==> src/rtl/hqc_decap_stream_io_if.sv <==
// Stream and core-port bundle for the HQC decap host wrapper. The master modport is the wrapper's
// view; the slave modport is the host/core side.
interface hqc_decap_stream_io_if #(
  parameter int RAMWIDTH     = 128,
  parameter int LOG_RAMDEPTH = 8
);
  logic [31:0]             s_tdata;
  logic                    s_tvalid;
  logic                    s_tready;
  logic [31:0]             m_tdata;
  logic                    m_tvalid;
  logic                    m_tready;
  logic                    m_tlast;
  logic                    decap_start;
  logic                    decap_done;
  logic [1:0]              decap_in_type;
  logic [RAMWIDTH-1:0]     decap_in;
  logic [LOG_RAMDEPTH-1:0] decap_in_addr;
  logic                    decap_in_wen;
  logic                    decap_out_en;
  logic [LOG_RAMDEPTH-1:0] decap_out_addr;
  logic [31:0]             decap_out;

  modport master (
    input  s_tdata, s_tvalid, m_tready, decap_done, decap_out,
    output s_tready, m_tdata, m_tvalid, m_tlast, decap_start, decap_in_type,
           decap_in, decap_in_addr, decap_in_wen, decap_out_en, decap_out_addr
  );

  modport slave (
    output s_tdata, s_tvalid, m_tready, decap_done, decap_out,
    input  s_tready, m_tdata, m_tvalid, m_tlast, decap_start, decap_in_type,
           decap_in, decap_in_addr, decap_in_wen, decap_out_en, decap_out_addr
  );
endinterface

==> src/rtl/hqc_decap_stream_io.sv <==
// Loads u/v/d from a 32-bit stream into the HQC decap core, starts it, times it, and streams the
// shared secret out. Load writes land 1 cycle after the last sub-word; readout is 2 cycles/word and holds on m_tready=0.
module hqc_decap_stream_io #(
  parameter        parameter_set = "hqc128",
  parameter int    RAMWIDTH      = 128,
  parameter int    RAMDEPTH      = (((parameter_set == "hqc256") ? 57637 :
                                     (parameter_set == "hqc192") ? 35851 : 17669)
                                    + RAMWIDTH - 1) / RAMWIDTH,
  parameter int    LOG_RAMDEPTH  = $clog2(RAMDEPTH),
  parameter int    V_LINES       = RAMDEPTH - 1,
  parameter int    D_WORDS       = 16,
  parameter int    SS_WORDS      = 16,
  parameter bit    BYTE_SWAP     = 1'b1
) (
  input  logic                  clk,
  input  logic                  rst,
  hqc_decap_stream_io_if.master io,
  output logic                  busy,
  output logic [31:0]           cycle_count
);

  localparam int SUBW = RAMWIDTH / 32;
  localparam int SW   = $clog2(SUBW);

  localparam logic [2:0] IDLE     = 3'd0;
  localparam logic [2:0] LOAD_U   = 3'd1;
  localparam logic [2:0] LOAD_V   = 3'd2;
  localparam logic [2:0] LOAD_D   = 3'd3;
  localparam logic [2:0] START    = 3'd4;
  localparam logic [2:0] WAIT     = 3'd5;
  localparam logic [2:0] RD_ISSUE = 3'd6;
  localparam logic [2:0] RD_HOLD  = 3'd7;

  logic [2:0]              state;
  logic [SW-1:0]           sub;
  logic [15:0]             line_cnt;
  logic [RAMWIDTH-1:0]     line_buf;
  logic [RAMWIDTH-1:0]     line_nxt;
  logic [7:0]              k;
  logic [31:0]             lat_cnt;
  logic                    fresh;
  logic [31:0]             hold_dat;
  logic [31:0]             swap_dat;
  logic [RAMWIDTH-1:0]     in_dat;
  logic [LOG_RAMDEPTH-1:0] in_addr;
  logic [1:0]              in_type;
  logic                    in_wen;
  logic                    s_rdy;
  logic                    accept;
  logic                    last_sub;
  logic                    last_line;
  int                      line_lim;

  always_comb begin
    s_rdy = (state == LOAD_U) || (state == LOAD_V) ||
            ((state == LOAD_D) && (line_cnt != 16'(D_WORDS)));
    accept    = s_rdy && io.s_tvalid;
    last_sub  = (sub == SW'(SUBW - 1));
    line_lim  = (state == LOAD_U) ? RAMDEPTH : V_LINES;
    last_line = (line_cnt == 16'(line_lim - 1));
    line_nxt  = line_buf;
    line_nxt[32*sub +: 32] = io.s_tdata;
  end

  assign swap_dat = BYTE_SWAP ? {io.decap_out[7:0], io.decap_out[15:8],
                                 io.decap_out[23:16], io.decap_out[31:24]}
                              : io.decap_out;

  always_ff @(posedge clk) begin
    if (!rst) begin
      state       <= IDLE;
      sub         <= '0;
      line_cnt    <= '0;
      line_buf    <= '0;
      k           <= '0;
      lat_cnt     <= '0;
      cycle_count <= '0;
      fresh       <= 1'b0;
      hold_dat    <= '0;
      in_dat      <= '0;
      in_addr     <= '0;
      in_type     <= 2'd2;
      in_wen      <= 1'b0;
    end else begin
      in_wen <= 1'b0;
      case (state)
        IDLE: begin
          if (io.s_tvalid) begin
            state    <= LOAD_U;
            line_cnt <= '0;
            sub      <= '0;
          end
        end
        LOAD_U, LOAD_V: begin
          if (accept) begin
            line_buf <= line_nxt;
            sub      <= last_sub ? '0 : sub + SW'(1);
            if (last_sub) begin
              in_wen  <= 1'b1;
              in_dat  <= line_nxt;
              in_addr <= LOG_RAMDEPTH'(line_cnt);
              in_type <= (state == LOAD_U) ? 2'd2 : 2'd3;
              if (last_line) begin
                line_cnt <= '0;
                state    <= (state == LOAD_U) ? LOAD_V : LOAD_D;
              end else begin
                line_cnt <= line_cnt + 16'd1;
              end
            end
          end
        end
        LOAD_D: begin
          if (accept) begin
            in_wen   <= 1'b1;
            in_dat   <= {{(RAMWIDTH-32){1'b0}}, io.s_tdata};
            in_addr  <= LOG_RAMDEPTH'(line_cnt);
            in_type  <= 2'd1;
            line_cnt <= line_cnt + 16'd1;
          end else if (line_cnt == 16'(D_WORDS)) begin
            // last d write is on the bus this cycle; start the core after it
            state <= START;
          end
        end
        START: begin
          lat_cnt <= 32'd1;
          state   <= WAIT;
        end
        WAIT: begin
          if (io.decap_done) begin
            cycle_count <= lat_cnt;
            k           <= '0;
            state       <= RD_ISSUE;
          end else if (lat_cnt != '1) begin
            lat_cnt <= lat_cnt + 32'd1;
          end
        end
        RD_ISSUE: begin
          fresh <= 1'b1;
          state <= RD_HOLD;
        end
        RD_HOLD: begin
          fresh <= 1'b0;
          if (fresh) hold_dat <= swap_dat;
          if (io.m_tready) begin
            if (k == 8'(SS_WORDS - 1)) begin
              state <= IDLE;
            end else begin
              k     <= k + 8'd1;
              state <= RD_ISSUE;
            end
          end
        end
        default: state <= IDLE;
      endcase
    end
  end

  // read data is passed straight through on its arrival cycle, then held from the register
  assign io.m_tdata       = fresh ? swap_dat : hold_dat;
  assign io.m_tvalid      = (state == RD_HOLD);
  assign io.m_tlast       = (state == RD_HOLD) && (k == 8'(SS_WORDS - 1));
  assign io.s_tready      = s_rdy;
  assign io.decap_start   = (state == START);
  assign io.decap_out_en  = (state == RD_ISSUE);
  assign io.decap_out_addr = (state == RD_ISSUE) ? LOG_RAMDEPTH'(k) : '0;
  assign io.decap_in      = in_dat;
  assign io.decap_in_addr = in_addr;
  assign io.decap_in_type = in_type;
  assign io.decap_in_wen  = in_wen;
  assign busy             = (state != IDLE);

endmodule
==> src/flat_wrapper.sv <==
// flat-port wrapper written by rule: the top's interface ports become plain ports
module hqc_decap_stream_io_flat 
#(
  parameter        parameter_set = "      ",
  parameter int    RAMWIDTH      = 128,
  parameter int    RAMDEPTH      = (((parameter_set == "      ") ? 57637 :
                                     (parameter_set == "      ") ? 35851 : 17669)
                                    + RAMWIDTH - 1) / RAMWIDTH,
  parameter int    LOG_RAMDEPTH  = $clog2(RAMDEPTH),
  parameter int    V_LINES       = RAMDEPTH - 1,
  parameter int    D_WORDS       = 16,
  parameter int    SS_WORDS      = 16,
  parameter bit    BYTE_SWAP     = 1'b1
)
  (clk, rst, busy, cycle_count, io_s_tdata, io_s_tvalid, io_m_tready, io_decap_done, io_decap_out, io_s_tready, io_m_tdata, io_m_tvalid, io_m_tlast, io_decap_start, io_decap_in_type, io_decap_in, io_decap_in_addr, io_decap_in_wen, io_decap_out_en, io_decap_out_addr);
  hqc_decap_stream_io_if #(.RAMWIDTH(RAMWIDTH), .LOG_RAMDEPTH(LOG_RAMDEPTH)) io_i ();
  input  logic clk;
  input  logic rst;
  output logic busy;
  output logic [31:0] cycle_count;
  input wire logic [$bits(io_i.s_tdata)-1:0] io_s_tdata;
  input wire logic [$bits(io_i.s_tvalid)-1:0] io_s_tvalid;
  input wire logic [$bits(io_i.m_tready)-1:0] io_m_tready;
  input wire logic [$bits(io_i.decap_done)-1:0] io_decap_done;
  input wire logic [$bits(io_i.decap_out)-1:0] io_decap_out;
  output wire logic [$bits(io_i.s_tready)-1:0] io_s_tready;
  output wire logic [$bits(io_i.m_tdata)-1:0] io_m_tdata;
  output wire logic [$bits(io_i.m_tvalid)-1:0] io_m_tvalid;
  output wire logic [$bits(io_i.m_tlast)-1:0] io_m_tlast;
  output wire logic [$bits(io_i.decap_start)-1:0] io_decap_start;
  output wire logic [$bits(io_i.decap_in_type)-1:0] io_decap_in_type;
  output wire logic [$bits(io_i.decap_in)-1:0] io_decap_in;
  output wire logic [$bits(io_i.decap_in_addr)-1:0] io_decap_in_addr;
  output wire logic [$bits(io_i.decap_in_wen)-1:0] io_decap_in_wen;
  output wire logic [$bits(io_i.decap_out_en)-1:0] io_decap_out_en;
  output wire logic [$bits(io_i.decap_out_addr)-1:0] io_decap_out_addr;
  assign io_i.s_tdata = io_s_tdata;
  assign io_i.s_tvalid = io_s_tvalid;
  assign io_i.m_tready = io_m_tready;
  assign io_i.decap_done = io_decap_done;
  assign io_i.decap_out = io_decap_out;
  assign io_s_tready = io_i.s_tready;
  assign io_m_tdata = io_i.m_tdata;
  assign io_m_tvalid = io_i.m_tvalid;
  assign io_m_tlast = io_i.m_tlast;
  assign io_decap_start = io_i.decap_start;
  assign io_decap_in_type = io_i.decap_in_type;
  assign io_decap_in = io_i.decap_in;
  assign io_decap_in_addr = io_i.decap_in_addr;
  assign io_decap_in_wen = io_i.decap_in_wen;
  assign io_decap_out_en = io_i.decap_out_en;
  assign io_decap_out_addr = io_i.decap_out_addr;
  hqc_decap_stream_io #(.parameter_set(parameter_set), .RAMWIDTH(RAMWIDTH), .RAMDEPTH(RAMDEPTH), .LOG_RAMDEPTH(LOG_RAMDEPTH), .V_LINES(V_LINES), .D_WORDS(D_WORDS), .SS_WORDS(SS_WORDS), .BYTE_SWAP(BYTE_SWAP)) u_core (.clk(clk), .rst(rst), .io(io_i), .busy(busy), .cycle_count(cycle_count));
endmodule
==> config.mk <==
export PLATFORM = sky130hd
export DESIGN_NAME = hqc_decap_stream_io_flat
export DESIGN_NICKNAME = d
export VERILOG_FILES = /design/src/rtl/hqc_decap_stream_io_if.sv /design/src/rtl/hqc_decap_stream_io.sv /design/src/flat_wrapper.sv
export SDC_FILE = /design/constraint.sdc
export NUM_CORES = 1
export LEC_CHECK = 0
export CAP_MARGIN = 20
export CORE_MARGIN = 5
export CORE_UTILIZATION = 35
export DETAILED_ROUTE_END_ITERATION = 12
export GPL_TIMING_DRIVEN = 0
export SYNTH_ARGS = -nofsm -noshare
export SYNTH_HDL_FRONTEND = slang
export SYNTH_SLANG_ARGS = --single-unit
==> constraint.sdc <==
create_clock -name clk -period 4.9 [get_ports clk]
set_input_delay 0.98 -clock clk [delete_from_list [all_inputs] [get_ports clk]]
set_output_delay 0.98 -clock clk [all_outputs]
set_load 0.01 [all_outputs]
==> flow_summary.toml <==
[floorplanning]
chipWidth_um = 233.1
io_pins = 288
start_util_pct = 35.51
dieArea_sq_um = 54320
rows = 81
die_y_um = 233.1
core_region_area_sq_um = 49050

[clock_tree]
clk_latency_ns = 0.58
cts_tree = "built"
clockRootBuffer = "clkbuf_16"
cts_resized = 0
clock_path_buffers = 3
cts_hold_buf = 0
htree_levels = 2
cts_setup_buffers = 0
clk_pin_slew_ns = 0.06
clock-sinks = 394
cts_buffers = 45

[detailed_routing]
drc = 0
ant_nets = 0
vias = 17390
wl_per_cell_um = 20.10
totalWireLength_mm = 63.96
routed_via_density = 5.465
drt_iter0_markers = 1440
drt_pre_antenna_iters = 5

[yosys]
synth_nets = 2227
yosysWarnings = 0
ys_seq_area_share_pct = 45.29
syn_area_sq_um = 17420
async_reset_ff_share_pct = 0
synth_seq_cells = 394
synth.distinct_cells = 67
synth-edff-count = 0
syn_avg_cell_area_sq_um = 8.108
yosys_most_used_dff = "dfxtp_1"
synth_cells = 2148

[placed_design]
portBuffers = 286
dp.final_hpwl_mm = 47.07
placed_area_sq_um = 21110
gp_congestion = 0.9088
place_inst = 3098
dpl_worst_slack_ns = 0.8861

[timing]
fin_crit_sh_pct = 81.50
maxSlewViolCount = 0
clock.fmax_mhz = 250.4
hold_violations = 0
setup_viol = 0
rsz0062_at_grt = "false"
fin_ws_ns = 0.9064
max-slew-margin-rel_pct = 25.96
finalSetupTns_ns = 0
fin_hold_ws_ns = 0.4535
worst_pin_slew_ns = 1.111
fin_crit_ns = 3.994
finalClockSkew_ns = 0.01743

[global_route]
grt_first_pass_wirelength_mm = 97.27
antenna_found_initial = 0
grt_overflow = 0
grt_max_degree = 14
track_usage_pct = 22.51
grt_pass1_vias = 16740

[final_layout]
final_core_util_pct = 46.32
final_common_cell = "dfxtp_1"
diodes = 0
multi_input_area_sq_um = 8605
seqCellArea_sq_um = 7888
drive_gt1_share_pct = 6.831
design_area_sq_um = 22720
layout_common_cells = "dfxtp_1 (394), a21oi_1 (302), clkdlybuf4s50_1 (286)"
nFillCells = 4816
finish.net_count = 2560
layout.cells.non_filler = 3182
syn2layout_area_growth_pct = 30.45

[setup_path]
setup.worst_path.end_class = "output port"
critPathArrivalTime_ns = 3.01
startpoint_type = "flop"
critPathKind = "flop to output port"
critical_path.max_fanout = 10
required_ns = 3.92

[pwr]
p_leak_nw = 7.720
vdd_drop_max_mv = 0.2329
p_total_mw = 9.304
powerDensity_nw_per_um2 = 409.5

[hold_path]
hold_path.class = "flop to flop"

[job]
max_cap_violations = 0

[outcome]
status = "finished clean"
[routing by layer]
layer | track usage [%] | up-vias | part of all wire (%) | wire length, um
met5 | 0 | - | 0 | 0
met4 | 9.821 | 0 | 4.5 | 2896
met3 | 4.838 | 141 | 7.0 | 4467
met2 | 36.96 | 627 | 46 | 29480
met1 | 28.57 | 8317 | 42 | 27120
li1 | - | 8304 | - | -
[worst max-delay path, stage by stage (launching register included)]
cell             delay, ns
dfxtp_1               0.30
buf_2                 0.18
buf_2                 0.24
nand3_1               0.39
clkinv_1              0.32
buf_1                 0.37
clkdlybuf4s50_1       0.63
[final cells by class]
type	count	area share, %
Sequential cell	394	34.72
Multi-Input combinational cell	1539	37.87
Clock buffer	62	5.909
Clock inverter	22	1.173
Tap cell	664	3.657
Buffer	200	3.822
Inverter	15	0.2478
Timing Repair Buffer	286	12.60
[cell usage after synthesis (6+ instances only)]
| library cell | instances | area (sq um) |
|---|---|---|
| a211oi_1 | 131 | 983.4 |
| a21oi_1 | 302 | 1511 |
| a22oi_1 | 66 | 495.5 |
| and2_1 | 14 | 87.58 |
| and3_1 | 13 | 81.33 |
| buf_2 | 34 | 170.2 |
| buf_6 | 9 | 101.4 |
| clkbuf_1 | 150 | 563.0 |
| dfxtp_1 | 394 | 7888 |
| ha_1 | 10 | 125.1 |
| inv_1 | 12 | 45.04 |
| mux2_2 | 32 | 360.4 |
| nand2_1 | 166 | 623.1 |
| nand3_1 | 128 | 640.6 |
| nand4_1 | 8 | 50.05 |
| nor2_1 | 266 | 998.5 |
| nor2b_1 | 99 | 619.3 |
| nor3_1 | 36 | 180.2 |
| o2111ai_1 | 12 | 105.1 |
| o21ai_0 | 119 | 595.6 |
| o31ai_1 | 24 | 180.2 |
| or3_1 | 9 | 56.30 |
| or4_1 | 21 | 157.7 |
| xnor2_1 | 11 | 96.34 |
| xor2_1 | 6 | 52.55 |
[power breakdown]
part / total (mW) / switching, mW / internal (mW)
sequential: 3.67 / 0.153 / 3.52
clock: 3.64 / 1.41 / 2.23
combinational: 2.00 / 1.25 / 0.751
total: 9.30 / 2.80 / 6.50
[kinds of logic after synthesis]
logic type | share of synthesized area (%)
and+or+nand+nor | 22.08
AOI/OAI and AO/OA | 23.48
DFF | 45.29
buffers and inverters | 5.309
muxes | 2.241
xor gates and xnor gates | 0.8549
adders and majority gates | 0.7184
other | 0.02153
[final timing paths]
check | startpoint | to | slack, ns | cells after the start
max | u_core.state[1] | io_m_tvalid | 0.91 | 6
min | u_core.hold_dat[25] | u_core.hold_dat[25] | 0.45 | 2
max reg2reg | u_core.state[1] | u_core.io.decap_in[97] | 1.47 | 9
min reg2reg | u_core.hold_dat[25] | u_core.hold_dat[25] | 0.45 | 2
[sequential cells by signal, indices dropped and copies added (netlist names), 3 cells and up]
name and count:
u_core.state 3, u_core.k 8, u_core.cycle_count 32, u_core.line_cnt 16, u_core.lat_cnt 32, u_core.io.decap_in 128, u_core.io.decap_in_addr 9, u_core.hold_dat 32
u_core.line_buf 128
No activity file was read; power rests on OpenSTA's default activity.
